### src/rtl/uart_tx_arbiter.sv
// Round-robin owner arbiter in front of the UART TX serializer: one requester
// holds the byte path for a whole LAST-terminated message.
module uart_tx_arbiter #(
    parameter int N_REQ   = 4,
    parameter int TIMEOUT = 1024
) (
    input  logic               CLK,
    input  logic               RST,
    input  logic [N_REQ-1:0]   REQ_VALID,
    input  logic [8*N_REQ-1:0] REQ_DATA,
    input  logic [N_REQ-1:0]   REQ_LAST,
    output logic [N_REQ-1:0]   REQ_READY,
    output logic               TX_VALID,
    output logic [7:0]         TX_DATA,
    input  logic               TX_READY,
    output logic [N_REQ-1:0]   GRANT,
    output logic               BUSY
);

    localparam int PW = (N_REQ > 1) ? $clog2(N_REQ) : 1;
    localparam int CW = (TIMEOUT > 0) ? $clog2(TIMEOUT + 1) : 1;
    localparam logic [CW-1:0] CNT_LAST = CW'((TIMEOUT > 0) ? TIMEOUT - 1 : 0);
    localparam logic [PW:0]   N_WIDE   = (PW + 1)'(N_REQ);

    typedef enum logic {IDLE, OWN} state_t;

    state_t             state_reg, state_next;
    logic [PW-1:0]      ptr_reg, ptr_next;
    logic [PW-1:0]      owner_reg, owner_next;
    logic [N_REQ-1:0]   grant_reg, grant_next;
    logic [CW-1:0]      cnt_reg, cnt_next;

    logic [2*N_REQ-1:0] dbl_valid;
    logic [N_REQ-1:0]   rot_valid;
    logic [PW:0]        sel_sum;
    logic [PW-1:0]      release_ptr;
    logic               owner_valid;
    logic               timeout_hit;
    logic               own_active;
    logic [7:0]         req_byte [N_REQ];

    // Outputs are gated by RST so no handshake can complete in the reset cycle.
    assign own_active = (state_reg == OWN) && !RST;
    assign TX_VALID   = own_active && REQ_VALID[owner_reg];
    assign TX_DATA    = own_active ? req_byte[owner_reg] : 8'h00;
    assign GRANT      = grant_reg;
    assign BUSY       = (state_reg == OWN);

    generate
        for (genvar gi = 0; gi < N_REQ; gi++) begin : g_req
            assign req_byte[gi]  = REQ_DATA[8*gi +: 8];
            assign REQ_READY[gi] = own_active && (owner_reg == PW'(gi)) && TX_READY;
        end
    endgenerate

    always_ff @(posedge CLK) begin
        if (RST) begin
            state_reg <= IDLE;
            ptr_reg   <= '0;
            owner_reg <= '0;
            grant_reg <= '0;
            cnt_reg   <= '0;
        end else begin
            state_reg <= state_next;
            ptr_reg   <= ptr_next;
            owner_reg <= owner_next;
            grant_reg <= grant_next;
            cnt_reg   <= cnt_next;
        end
    end

    always_comb begin
        state_next = state_reg;
        ptr_next   = ptr_reg;
        owner_next = owner_reg;
        grant_next = grant_reg;
        cnt_next   = cnt_reg;

        // Rotate requests so bit 0 is PTR; the lowest set bit is the winner.
        dbl_valid = {REQ_VALID, REQ_VALID} >> ptr_reg;
        rot_valid = dbl_valid[N_REQ-1:0];
        sel_sum   = '0;
        for (int k = N_REQ - 1; k >= 0; k--) begin
            if (rot_valid[PW'(k)]) begin
                sel_sum = {1'b0, ptr_reg} + (PW + 1)'(k);
            end
        end
        if (sel_sum >= N_WIDE) begin
            sel_sum = sel_sum - N_WIDE;
        end

        release_ptr = (owner_reg == PW'(N_REQ - 1)) ? '0 : owner_reg + PW'(1);
        owner_valid = REQ_VALID[owner_reg];
        timeout_hit = (TIMEOUT > 0) && !owner_valid && (cnt_reg == CNT_LAST);

        case (state_reg)
            IDLE: begin
                if (|REQ_VALID) begin
                    state_next = OWN;
                    owner_next = sel_sum[PW-1:0];
                    grant_next = N_REQ'(1) << sel_sum[PW-1:0];
                    cnt_next   = '0;
                end
            end
            OWN: begin
                if ((owner_valid && TX_READY && REQ_LAST[owner_reg]) || timeout_hit) begin
                    state_next = IDLE;
                    grant_next = '0;
                    ptr_next   = release_ptr;
                    cnt_next   = '0;
                end else if (owner_valid) begin
                    cnt_next = '0;
                end else if (TIMEOUT > 0) begin
                    cnt_next = cnt_reg + CW'(1);
                end
            end
            default: begin
                state_next = IDLE;
            end
        endcase
    end

endmodule

### config.mk
export PLATFORM = sky130hd
export DESIGN_NAME = uart_tx_arbiter
export DESIGN_NICKNAME = d
export VERILOG_FILES = /design/src/rtl/uart_tx_arbiter.sv
export SDC_FILE = /design/constraint.sdc
export NUM_CORES = 1
export LEC_CHECK = 0
export ABC_AREA = 1
export CAP_MARGIN = 25
export CORE_MARGIN = 4
export CORE_UTILIZATION = 35
export DETAILED_ROUTE_END_ITERATION = 8
export HOLD_SLACK_MARGIN = 0.08
export PLACE_DENSITY = 0.65
export SKIP_LAST_GASP = 1
export SYNTH_ARGS = -nofsm -noshare
export SYNTH_HDL_FRONTEND = slang
export SYNTH_SLANG_ARGS = --single-unit
export TNS_END_PERCENT = 100
### constraint.sdc
create_clock -name CLK -period 3.3 [get_ports CLK]
set_clock_uncertainty 0.2 [all_clocks]
set_input_delay 0.33 -clock CLK [delete_from_list [all_inputs] [get_ports CLK]]
set_output_delay 0.33 -clock CLK [all_outputs]
set_load 0.02 [all_outputs]
Yosys cells after proc, flatten, opt, wreduce, memory -nomap -nowiden
Cells that the tools add are included.
{"block": "op_classes", "addsub": 4, "n_lt_le_gt_ge": 3, "eq_ne": 6, "shift": 2, "mux": 22, "bitwise": 2, "n_reduce_logical": 21}
{"op": "11-bit two-way mux", "count": 3}
{"op": "8-bit two-way mux", "count": 3}
{"op": "11-bit case mux with 2 select lines", "count": 1}
{"op": "8-bit binary-select mux with 2-bit select", "count": 1}
{"op": "1-bit logical AND", "count": 13}
{"op": "11-bit by 1-bit adder with 11-bit output, second input constant", "count": 1}
{"op": "11-bit by 10-bit equality test with 1-bit output, second input constant", "count": 1}
{"op": "4-bit two-way mux", "count": 2}
{"op": "4-bit case mux with 2 select lines", "count": 1}
{"op": "8-bit by 2-bit >> shifter with 2-bit output", "count": 1}
{"op": "3-bit greater-or-equal comparator, second input constant", "count": 2}
{"op": "3-bit two-way mux", "count": 2}
{"op": "2-bit AND reduction", "count": 3}
{"op": "1-bit binary-select mux with 2-bit select", "count": 2}
{"op": "2-bit equality test, second input constant", "count": 2}
{"op": "1-bit two-way mux", "count": 4}
{"op": "2-bit two-way mux", "count": 2}
{"op": "4-bit OR reduction", "count": 1}
{"op": "1-bit by 2-bit left shift with 4-bit output, first input constant", "count": 1}
{"op": "2-bit by 1-bit adder with 3-bit output, second input constant", "count": 1}
{"op": "2-bit by 3-bit less-than comparator with 1-bit output, second input constant", "count": 1}
{"op": "2-bit NOT with 3-bit output", "count": 1}
{"op": "2-bit by 1-bit adder with 2-bit output, second input constant", "count": 1}
{"op": "2-bit by 1-bit equality test with 1-bit output, second input constant", "count": 1}
{"op": "8 further kinds", "count": 9}
{"block": "totals", "ff_bits": 20, "out_inout_bits": 18}

Longest topological paths before layout
{"block": "logic_depth", "ltp_word": 8, "mapped_depth": 11, "depth_no_buf": 11}

Least setup slack after synthesis
Ideal clock, no wire load.
{"block": "synth_timing", "path_type": "register to output", "start": "reg owner_reg[0]", "end": "out REQ_READY[0]", "arrival_time_ns": 1.349, "path_slack_ns": 1.421, "stages_incl_launch_ff": 7, "path_buffers": 2, "cell_sequence": "dfxtp_1 > inv_2 > buf_2 > clkbuf_1 > ha_1 > inv_1 > nor2_1"}
{"block": "synth_between", "elab_chain_len": 3}
{"element": "start: declaration", "line_no": "29", "source": "logic [PW-1:0] owner_reg, owner_next;"}
{"element": "start signal: assignment", "line_no": "66", "source": "owner_reg <= owner_next;"}
{"element": "2-bit zero test", "line_no": "52", "source": "assign REQ_READY[gi] = own_active && (owner_reg == PW'(gi)) && TX_READY;"}
{"element": "1-bit logical AND (2 in series)", "line_no": "52"}
{"element": "end: declaration", "line_no": "12", "source": "output logic [N_REQ-1:0] REQ_READY,"}
Every way passes these cells.

Worst setup path in the final report
{"block": "layout_timing", "start": "reg state_reg, in the netlist BUSY", "end": "out TX_DATA[1]"}
{"block": "layout_between", "elab_chain_len": 2}
{"element": "start: declaration", "line_no": "27", "source": "state_t state_reg, state_next;"}
{"element": "start signal: assignment", "line_no": "64", "source": "state_reg <= state_next;"}
{"element": "1-bit logical AND", "line_no": "43", "source": "assign own_active = (state_reg == OWN) && !RST;"}
{"element": "8-bit two-way mux", "line_no": "45", "source": "assign TX_DATA = own_active ? req_byte[owner_reg] : 8'h00;"}
{"element": "end: declaration", "line_no": "14", "source": "output logic [7:0] TX_DATA,"}
Every way passes these cells.

==> out/metrics.yaml <==
critical_path:
  ff2ff_setup_slack_ns: 1.27
  reg2reg_to: "ptr_reg[1]"
  r2r_start: "owner_reg[0]"
  cp_slowest_cell: "clkdlybuf4s50_1"
  critPathBufInv: 4
  cpPeakStageDelay_ns: 0.62
  crit_type: "flip-flop to output pin"
  crit_path_cell_trace: "buf_4, inv_1, nor2_1, clkinv_1, a21oi_1, clkdlybuf4s50_1"
  r2r_cells: 9
  cp.arrival_ns: 2.15
  cp.required_ns: 2.77
  crit_family: "buffers and inverters"
  worstSetupEndpointType: "output pin"
  crit_path_start_kind: "flip-flop"
  cp_max_fo: 14
sta:
  slew_violations: 0
  fin_crit_ns: 2.68
  hold_slack_ns: 0.271
  setup_tns_ns: 0
  max_slew.worst_pin.slew_ns: 0.415
  fin_crit_sh_pct: 81.1
  rsz0062_at_grt: "no"
  setup_slack_ns: 0.624
  hold_viol: 0
  clock.fmax_ghz: 0.374
  slew_headroom_pct: 72.3
  finalSetupViolCount: 0
worst_hold_path:
  hold_end: "GRANT[3]"
  worstHoldStart: "GRANT[3]"
  min_path_cells: 2
  hp-class: "flip-flop to flip-flop"
floorplanning:
  fp.dieH_um: 77.7
  dieArea_mm2: 0.00604
  fp.coreArea_mm2: 0.00472
  initial_core_util_pct: 36.0
  die_w_um: 77.7
  boundaryPins: 61
  rows: 25
route:
  drt-initial-drc-count: 63
  drc_errors: 0
  vias_per_cell: 4.56
  via_count: 1829
  wirelength_um: 4810
  first_pass_iters: 4
  ant_nets: 0
  wire_per_inst_um: 12.0
placed_design:
  dp_hpwl_um: 3720
  pre_cts_ws_ns: 0.677
  gp_congestion: 0.814
  port_buffers: 60
power_and_ir_drop:
  p_sw_share_pct: 29.9
  clkPwrFrac_pct: 32.9
  p_per_area_mw_per_mm2: 307
  ir_worst_vdd_mv: 0.202
  power_switching_mw: 0.222
  comb_power_share_pct: 32.2
  pwr-share-seq_pct: 34.9
  cellLeakagePower_nw: 0.986
  p_int_mw: 0.521
yosys:
  syn_inst: 276
  ys_ff_latch: 20
  netlist_area_mm2: 0.00170
  synthesis.area_per_instance_um2: 6.17
  synth_edf_count: 0
  ys_seq_area_share_pct: 23.5
  synth_flop_cell: "dfxtp_1"
  syn-num-nets: 324
  ys_types: 29
  async_flop_share_pct: 0
  ys.warnings.count: 0
grt:
  grt_pass1_wl_um: 8000
  grt_usage_pct: 16.2
  grt_max_degree: 25
  antenna_found_initial: 0
  grt-ovfl-total: 0
  grt_pass1_vias: 1650
clocking:
  cts.htree.levels: 1
  post_cts_resized: 0
  cts_hold_buf: 0
  cts_buffers: 3
  clk_latency_ns: 0.26
  clockBufferDepth: 2
  cts_setup_buffers: 0
  cts_num_sinks: 20
  tritoncts: "yes"
  cts_root_buf: "clkbuf_8"
  clk_pin_slew_worst_paths_ns: 0.08
final_layout:
  num_antenna_cells: 0
  syn2layout_area_growth_pct: 42.4
  nets: 383
  n_fill_cell: 506
  drive_above_1_share_pct: 11.1
  largest_reg_flops: 11
run_status:
  status: "finished, final reports clean"
flow_run:
  maxCapViolCount: 0
==> power groups by stage <==
| stage | registers, mW | logic [mW] | clock network [mW] |
|---|---|---|---|
| 2_1_floorplan | 0.268 | 0.135 | 0 |
| 3_3_place_gp | 0.265 | 0.239 | 0 |
| 3_5_place_dp | 0.265 | 0.240 | 0 |
| 4_1_cts | 0.260 | 0.241 | 0.252 |
| 5_1_grt | 0.261 | 0.263 | 0.266 |
| 6_report | 0.259 | 0.239 | 0.245 |
==> logic make-up (layout without fill, tap and decap cells) <==
| kind of cell | count (synthesis) | count (layout) | synth area share [%] |
|---|---|---|---|
| AND/OR/NAND/NOR | 155 | 155 | 43.0 |
| AO/OA/AOI/OAI | 50 | 50 | 16.0 |
| buffers and inverters | 39 | 97 | 10.2 |
| flip-flops | 20 | 20 | 23.5 |
| XOR/XNOR | 7 | 7 | 3.60 |
| adder cells (fa/ha/maj) | 5 | 5 | 3.68 |
==> layout make-up <==
type / count / area, µm² / share of cell area, %
Multi-Input combinational cell: 217 / 1130 / 46.5
Timing Repair Buffer: 64 / 631 / 26.0
Sequential cell: 20 / 400 / 16.5
Inverter: 29 / 110 / 4.54
Tap cell: 67 / 83.8 / 3.46
Clock buffer: 3 / 41.3 / 1.70
Clock inverter: 1 / 30.0 / 1.24
==> how the worst max path moves through the flow <==
stage                     slack, ns    startpoint           end  cells after the start
after floorplan                1.42  owner_reg[0]  REQ_READY[0]                      6
after global placement         0.69           RST    TX_DATA[5]                      5
after detailed placement       0.68           RST    TX_DATA[1]                      5
after CTS                      0.58  owner_reg[0]    TX_DATA[1]                      6
after global routing           0.45  owner_reg[0]    TX_DATA[1]                      6
final                          0.62          BUSY    TX_DATA[1]                      6
==> cell usage in the layout, fill, tap and decap left out, types with 5 or more instances in the layout <==
cell type        Yosys  final
nor2_1              60     60
inv_1               22     22
nand2_1             55     55
inv_2                5      5
ha_1                 5      5
clkdlybuf4s50_1      0     60
nand2_2              5      5
nand3_1             20     20
dfxtp_1             20     20
a21oi_1             22     22
o21ai_0             18     18
==> metal layers <==
metal | GRT usage (%) | routed length (µm) | vias up
met3 | 3.60 | 161 | 4
li1 | - | - | 994
met2 | 27.7 | 2290 | 27
met5 | 0 | 0 | -
met4 | 2.67 | 33 | 0
met1 | 21.0 | 2320 | 804
==> worst reg2reg max path, stage by stage, from the launching register on <==
cell     delay (ns)
dfxtp_1        0.58
inv_2          0.26
nand2_1        0.17
nand3_1        0.09
nand2_2        0.16
nand3_4        0.10
nand2_4        0.10
nand2_4        0.06
o21ai_1        0.15
nor2_1         0.06
==> synth_stat cells (4+ instances only) <==
library cell   n  area [µm²]
nor2_1        60         225
nand2_4        4        45.0
ha_1           5        62.6
dfxtp_1       20         400
nand2_1       55         206
inv_1         22        82.6
o21ai_0       18        90.1
xor2_1         4        35.0
inv_2          5        18.8
nand2_2        5        31.3
a21oi_2        4        35.0
a21oi_1       22         110
o21ai_1        4        20.0
nand3_1       20         100
==> per-stage QoR <==
step | cell area (µm²) | power, mW | utilization, % | std cells
2_1_floorplan | 1700 | 0.404 | - | 276
3_3_place_gp | 2350 | 0.504 | 49.8 | 397
3_5_place_dp | 2350 | 0.506 | 49.8 | 397
4_1_cts | 2420 | 0.753 | 51.3 | 401
5_1_grt | 2420 | 0.790 | 51.3 | 401
6_report | 2420 | 0.743 | 51.3 | 401
Note: power is estimated with default switching activity, not from simulation.
